<file path="src/rtl/output_memory_wrapper.sv">
// Result writer: a dot-product result is captured, committed to a circular write
// pointer on processing_done, and can be read back synchronously at any time.
module output_memory_wrapper #(
  parameter int DATA_WIDTH   = 8,
  parameter int VECTOR_WIDTH = 4,
  parameter int ADDR_WIDTH   = 4,
  parameter int MEM_SIZE     = 64,
  parameter int RESULT_WIDTH = 2 * DATA_WIDTH + $clog2(VECTOR_WIDTH)
) (
  input  logic                    clk,
  input  logic                    rst_n,
  input  logic [RESULT_WIDTH-1:0] dot_product_result,
  input  logic                    result_valid,
  input  logic                    processing_done,
  input  logic                    read_en,
  input  logic [ADDR_WIDTH-1:0]   read_addr,
  output logic [DATA_WIDTH-1:0]   result_out,
  output logic                    writer_busy,
  output logic                    writer_done
);

  localparam int MEM_AW    = (MEM_SIZE > 1) ? $clog2(MEM_SIZE) : 1;
  localparam int ADDR_SPAN = 1 << ADDR_WIDTH;
  localparam int PTR_DEPTH = (MEM_SIZE < ADDR_SPAN) ? MEM_SIZE : ADDR_SPAN;
  localparam logic [ADDR_WIDTH-1:0] PTR_LAST = ADDR_WIDTH'(PTR_DEPTH - 1);

  typedef enum logic [1:0] {
    IDLE = 2'd0,
    BUSY = 2'd1,
    DONE = 2'd2
  } wr_state_t;

  wr_state_t               state;
  logic [ADDR_WIDTH-1:0]   write_ptr;
  logic [DATA_WIDTH-1:0]   hold_data_p0;
  logic [DATA_WIDTH-1:0]   mem [MEM_SIZE];
  logic                    capture;
  logic                    commit;
  logic                    rd_in_range;
  logic [MEM_AW-1:0]       rd_idx;
  logic [MEM_AW-1:0]       wr_idx;
  logic                    unused_result_hi;

  // Plain truncation: the upper result bits are dropped, never saturated.
  function automatic logic [DATA_WIDTH-1:0] trunc_result(
    input logic [RESULT_WIDTH-1:0] r
  );
    return r[DATA_WIDTH-1:0];
  endfunction

  assign capture          = (state != BUSY) && result_valid;
  assign commit           = (state == BUSY) && processing_done;
  assign rd_in_range      = $unsigned(32'(read_addr)) < $unsigned(32'(MEM_SIZE));
  assign rd_idx           = MEM_AW'(read_addr);
  assign wr_idx           = MEM_AW'(write_ptr);
  assign unused_result_hi = ^dot_product_result[RESULT_WIDTH-1:DATA_WIDTH];

  // Writer FSM; status outputs are registered together with the state.
  always_ff @(posedge clk) begin
    if (!rst_n) begin
      state        <= IDLE;
      write_ptr    <= '0;
      hold_data_p0 <= '0;
      writer_busy  <= 1'b0;
      writer_done  <= 1'b0;
    end else begin
      case (state)
        IDLE, DONE: begin
          if (capture) begin
            hold_data_p0 <= trunc_result(dot_product_result);
            state        <= BUSY;
            writer_busy  <= 1'b1;
            writer_done  <= 1'b0;
          end
        end
        BUSY: begin
          if (commit) begin
            write_ptr   <= (write_ptr == PTR_LAST) ? '0 : write_ptr + 1'b1;
            state       <= DONE;
            writer_busy <= 1'b0;
            writer_done <= 1'b1;
          end
        end
        default: begin
          state       <= IDLE;
          writer_busy <= 1'b0;
          writer_done <= 1'b0;
        end
      endcase
    end
  end

  // Storage and read port; a same-edge read of the write address sees old data.
  always_ff @(posedge clk) begin
    if (!rst_n) begin
      for (int i = 0; i < MEM_SIZE; i++) begin
        mem[i] <= '0;
      end
      result_out <= '0;
    end else begin
      if (commit) begin
        mem[wr_idx] <= hold_data_p0;
      end
      if (read_en) begin
        result_out <= rd_in_range ? mem[rd_idx] : '0;
      end
    end
  end

endmodule

</file>
<file path="config.mk">
export PLATFORM = sky130hd
export DESIGN_NAME = output_memory_wrapper
export DESIGN_NICKNAME = d
export VERILOG_FILES = /design/src/rtl/output_memory_wrapper.sv
export SDC_FILE = /design/constraint.sdc
export NUM_CORES = 1
export LEC_CHECK = 0
export ABC_AREA = 1
export BUFFER_PORTS_ARGS = -buffer_cell sky130_fd_sc_hd__buf_2
export CAP_MARGIN = 40
export CORE_ASPECT_RATIO = 1.2
export CORE_UTILIZATION = 50
export DETAILED_ROUTE_END_ITERATION = 6
export HOLD_SLACK_MARGIN = 0.08
export MAX_ROUTING_LAYER = met4
export PLACE_DENSITY = 0.66
export SLEW_MARGIN = 20
export SYNTH_ARGS = -nofsm -noshare
export SYNTH_HDL_FRONTEND = slang
export SYNTH_SLANG_ARGS = --single-unit
</file>
<file path="constraint.sdc">
create_clock -name clk -period 4.55 [get_ports clk]
set_input_delay 0.91 -clock clk [delete_from_list [all_inputs] [get_ports clk]]
set_output_delay 0.91 -clock clk [all_outputs]
set_load 0.02 [all_outputs]
</file>
Word level (Yosys, flattened, before mapping):

Memories as Yosys holds them, arrays and structs flattened. A register that Yosys moved wholly into a read port is not among the register bits.
Cells that the tools add are included.
Widths: inputs -> output; s select.

* reductions and logical operators: 9
* mux-type cells: 17
* equal/unequal tests: 6
* $add $sub $neg: 1

Operators by type and width (number)
* $mux 1: 9
* $mux 8: 1
* $reduce_or 8->1: 1
* $mux 6: 1
* $reduce_and 2->1: 3
* $add 4x1->4 const B: 1
* $eq 4x4->1 const B: 1
* $mux 2: 2
* $mux 4: 1
* $ne 2x2->1 const B: 2
* $pmux 1 s2: 2
* $pmux 2 s2: 1
* $eq 2x1->1 const B: 1
* $eq 2x2->1 const B: 1
* $logic_and 1x1->1: 2
* $logic_not 2->1: 1
* $ne 2x1->1 const B: 1
* $reduce_or 2->1: 1
* $logic_not 1->1: 1

* bits in registers: 16
* memories kept: 1
* word-level logic and storage cells: 39
* output and inout bits: 10
* memory bits (writable): 512

Memories
* mem: depth 64, width 8, rd ports 1, clocked after memory_dff 1, wr ports 64, RTL line 36 `logic [DATA_WIDTH-1:0] mem [MEM_SIZE];`

Logic depth before layout (Yosys ltp):

* depth in word-level cells: 7
* mapped depth: 10

Worst setup path before layout:

No wires, ideal clock.

* kind: input -> register
* start: in processing_done
* end: mem mem[2][0], enable pin
* data required time: 4.221 ns
* data arrival time: 1.799 ns
* path slack: 2.422 ns
* cell stages on the path: 6
* cells stage by stage: nand2_2 > nor2_4 > inv_4 > nor2_8 > nand2_4 > nand2_1

RTL lines
* from (decl): RTL line 14 `input logic processing_done,`
* to (decl): RTL line 36

==> flow_summary.ini <==
[status]
outcome = complete, no violations

[clocking]
clock_sinks = 151
root_buffer = clkbuf_16
cts_tree = built
post-cts-setup-buffers = 0
cts_resized = 0
cts_buffers = 17
cts.clk_slew.worst_paths_ps = 60
clock_latency_ps = 420
htree_levels = 4
cts_max_path_buffers = 2
hold_buffers = 0

[synthesis]
yosys-top-cells-area = edfxtp_1 56%, nand2_1 10%, nor2_1 8.1%
synth_top_area_cell = edfxtp_1
ys_seq_area_frac = 0.626
synth_top_area_share = 0.559
ys_seq_elements = 151
ys.warnings.count = 0
syn-num-nets = 749
synth_area_um2 = 6880
synthCells = 719
synth_cell_types = 27
syn_avg_cell_area_um2 = 9.57

[pwr]
powerDensity_nw_per_um2 = 418
leakagePower_nw = 3.20
peakVddDrop_uv = 266

[hold_path]
min_path_type = flip-flop to flip-flop

[timing]
fin_crit_sh = 0.616
finalMaxSlewViolations = 0
tns_ps = 0
fin_skew_ps = 7.01
max-slew-margin-rel = 0.477
finalHoldViolCount = 0
rsz0062_at_grt = no
finalCriticalPeriod_ps = 2800
setup_viol = 0
worstMarginPinSlew_ps = 780
clock.fmax_mhz = 357

[place]
gp_congestion = 0.802
hpwlAfterDp_mm = 10.4
portBuffers = 26
dpl_cell_area_um2 = 7100

[global_route]
overflow = 0
grt_util_all_layers = 0.248
first_global_vias = 4747
grt_max_degree = 65
grt_pass1_wl_mm = 24.7
antenna_found_initial = 0

[setup_path]
worstPathMaxFanout = 21
slowest_stage = inv_1
startpoint_type = input port
cp.arrival_ps = 2900
cpPeakStageDelay_ps = 480
worstSetupPathType = input port to flip-flop
critPathRequiredTime_ps = 4640
end_kind = flip-flop
crit_path_cell_trace = buf_2, inv_1, nor2_4, inv_4, nor2_8, nand2_4, nand2_1

[cells_and_area]
final_cell_mix = 186 x nand2_1, 148 x nor2_1, 128 x edfxtp_1, 105 x nand3_1, 27 x buf_2
final_common_cell = nand2_1
fill_cells = 1144
design.final.nets = 759
final_area_um2 = 7700
drive_gt1_frac = 0.132
insertedDiodeCount = 0
final_util = 0.580
syn_to_final_growth_pct = 12.0

[route]
post_drt_wl_per_cell_um = 17.3
drc = 0
drt_iter0_markers = 423
wl_met3_um = 901
wl_met2_mm = 8.13
wl_met1_mm = 6.26
via_count = 4964
dr.pass1.iters = 5
routed_via_density = 5.45
route.antenna.remaining_nets = 0
highest_layer = met4
drt_wl_total_mm = 15.7

[floorplan]
die_h_um = 130
ios = 37
start_util = 0.517
core_um2 = 13300
die_w_um = 109
num_rows = 46
dieArea_um2 = 14200

[run]
drv_cap = 0
[path summary, 6_finish.rpt]
kind / from / end / slack, ps / depth (start not counted)
max: rst_n / mem[2][3] / 1750 / 7
min: writer_busy / writer_busy / 490 / 2
max reg2reg: write_ptr[1] / mem[7][4] / 2470 / 5
min reg2reg: writer_busy / writer_busy / 490 / 2
[worst max-delay path, delay by kind of cell]
family	cells	cell delay [ps]
and+or+nand+nor	4	1020
buffers and inverters	3	950
[state kept, by name, indices dropped and copies added (netlist names)]
| signal | flops |
|---|---|
| state | 1 |
| mem | 128 |
| writer_busy | 1 |
| write_ptr | 4 |
| hold_data_p0 | 8 |
| result_out | 8 |
| writer_done | 1 |
[cells by family (layout without fill, tap and decap cells)]
kind of cell	Yosys count	in the layout	share of synthesized area
and+or+nand+nor	477	477	0.311
DFF	151	151	0.626
buffers and inverters	70	93	0.0409
AOI/OAI and AO/OA	18	18	0.0169
adders and majority gates	3	3	0.00546
[through the flow]
step           cells  total power [W]  hold slack [ps]  setup slack [ps]
2_1_floorplan    719          0.00176              509              2420
3_3_place_gp     875          0.00184              465              1370
3_5_place_dp     878          0.00185              477              1290
4_1_cts          910          0.00323              489              1740
5_1_grt          910          0.00332              514              1590
6_report         910          0.00322              491              1750
[cell usage after synthesis]
cell type,n
a211oi_1,8
a21oi_1,3
a22oi_1,1
a31oi_1,1
buf_1,3
buf_2,13
clkbuf_1,23
clkinv_1,9
dfxtp_1,23
edfxtp_1,128
ha_1,3
inv_1,18
inv_2,3
inv_4,1
nand2_1,186
nand2_2,1
nand2_4,14
nand3_1,105
nor2_1,148
nor2_2,9
nor2_4,1
nor2_8,2
nor3_1,4
nor3_2,6
nor3b_1,1
o21a_1,1
o21ai_0,4
[power breakdown]
group / internal, W / total (W) / switching, W
Combinational: 0.0000602 / 0.000250 / 0.000190
Clock: 0.000836 / 0.00140 / 0.000563
Sequential: 0.00155 / 0.00157 / 0.0000193
Total: 0.00245 / 0.00322 / 0.000772
[per-layer routing]
layer  GRT usage  up-vias
met4       0.103        0
li1            -     2408
met1       0.299     2359
met2       0.408      171
met3      0.0461       26
met5           -        -
[area by class of cell]
| class | count | area (um2) | share of cell area |
|---|---|---|---|
| clock buffer | 20 | 489 | 0.0635 |
| clock inverter | 12 | 113 | 0.0146 |
| inverter | 31 | 119 | 0.0154 |
| multi-input combinational | 498 | 2290 | 0.297 |
| sequential | 151 | 4300 | 0.559 |
| tap | 168 | 210 | 0.0273 |
| timing repair buffer | 30 | 178 | 0.0231 |
(Power assumes the default switching activity.)
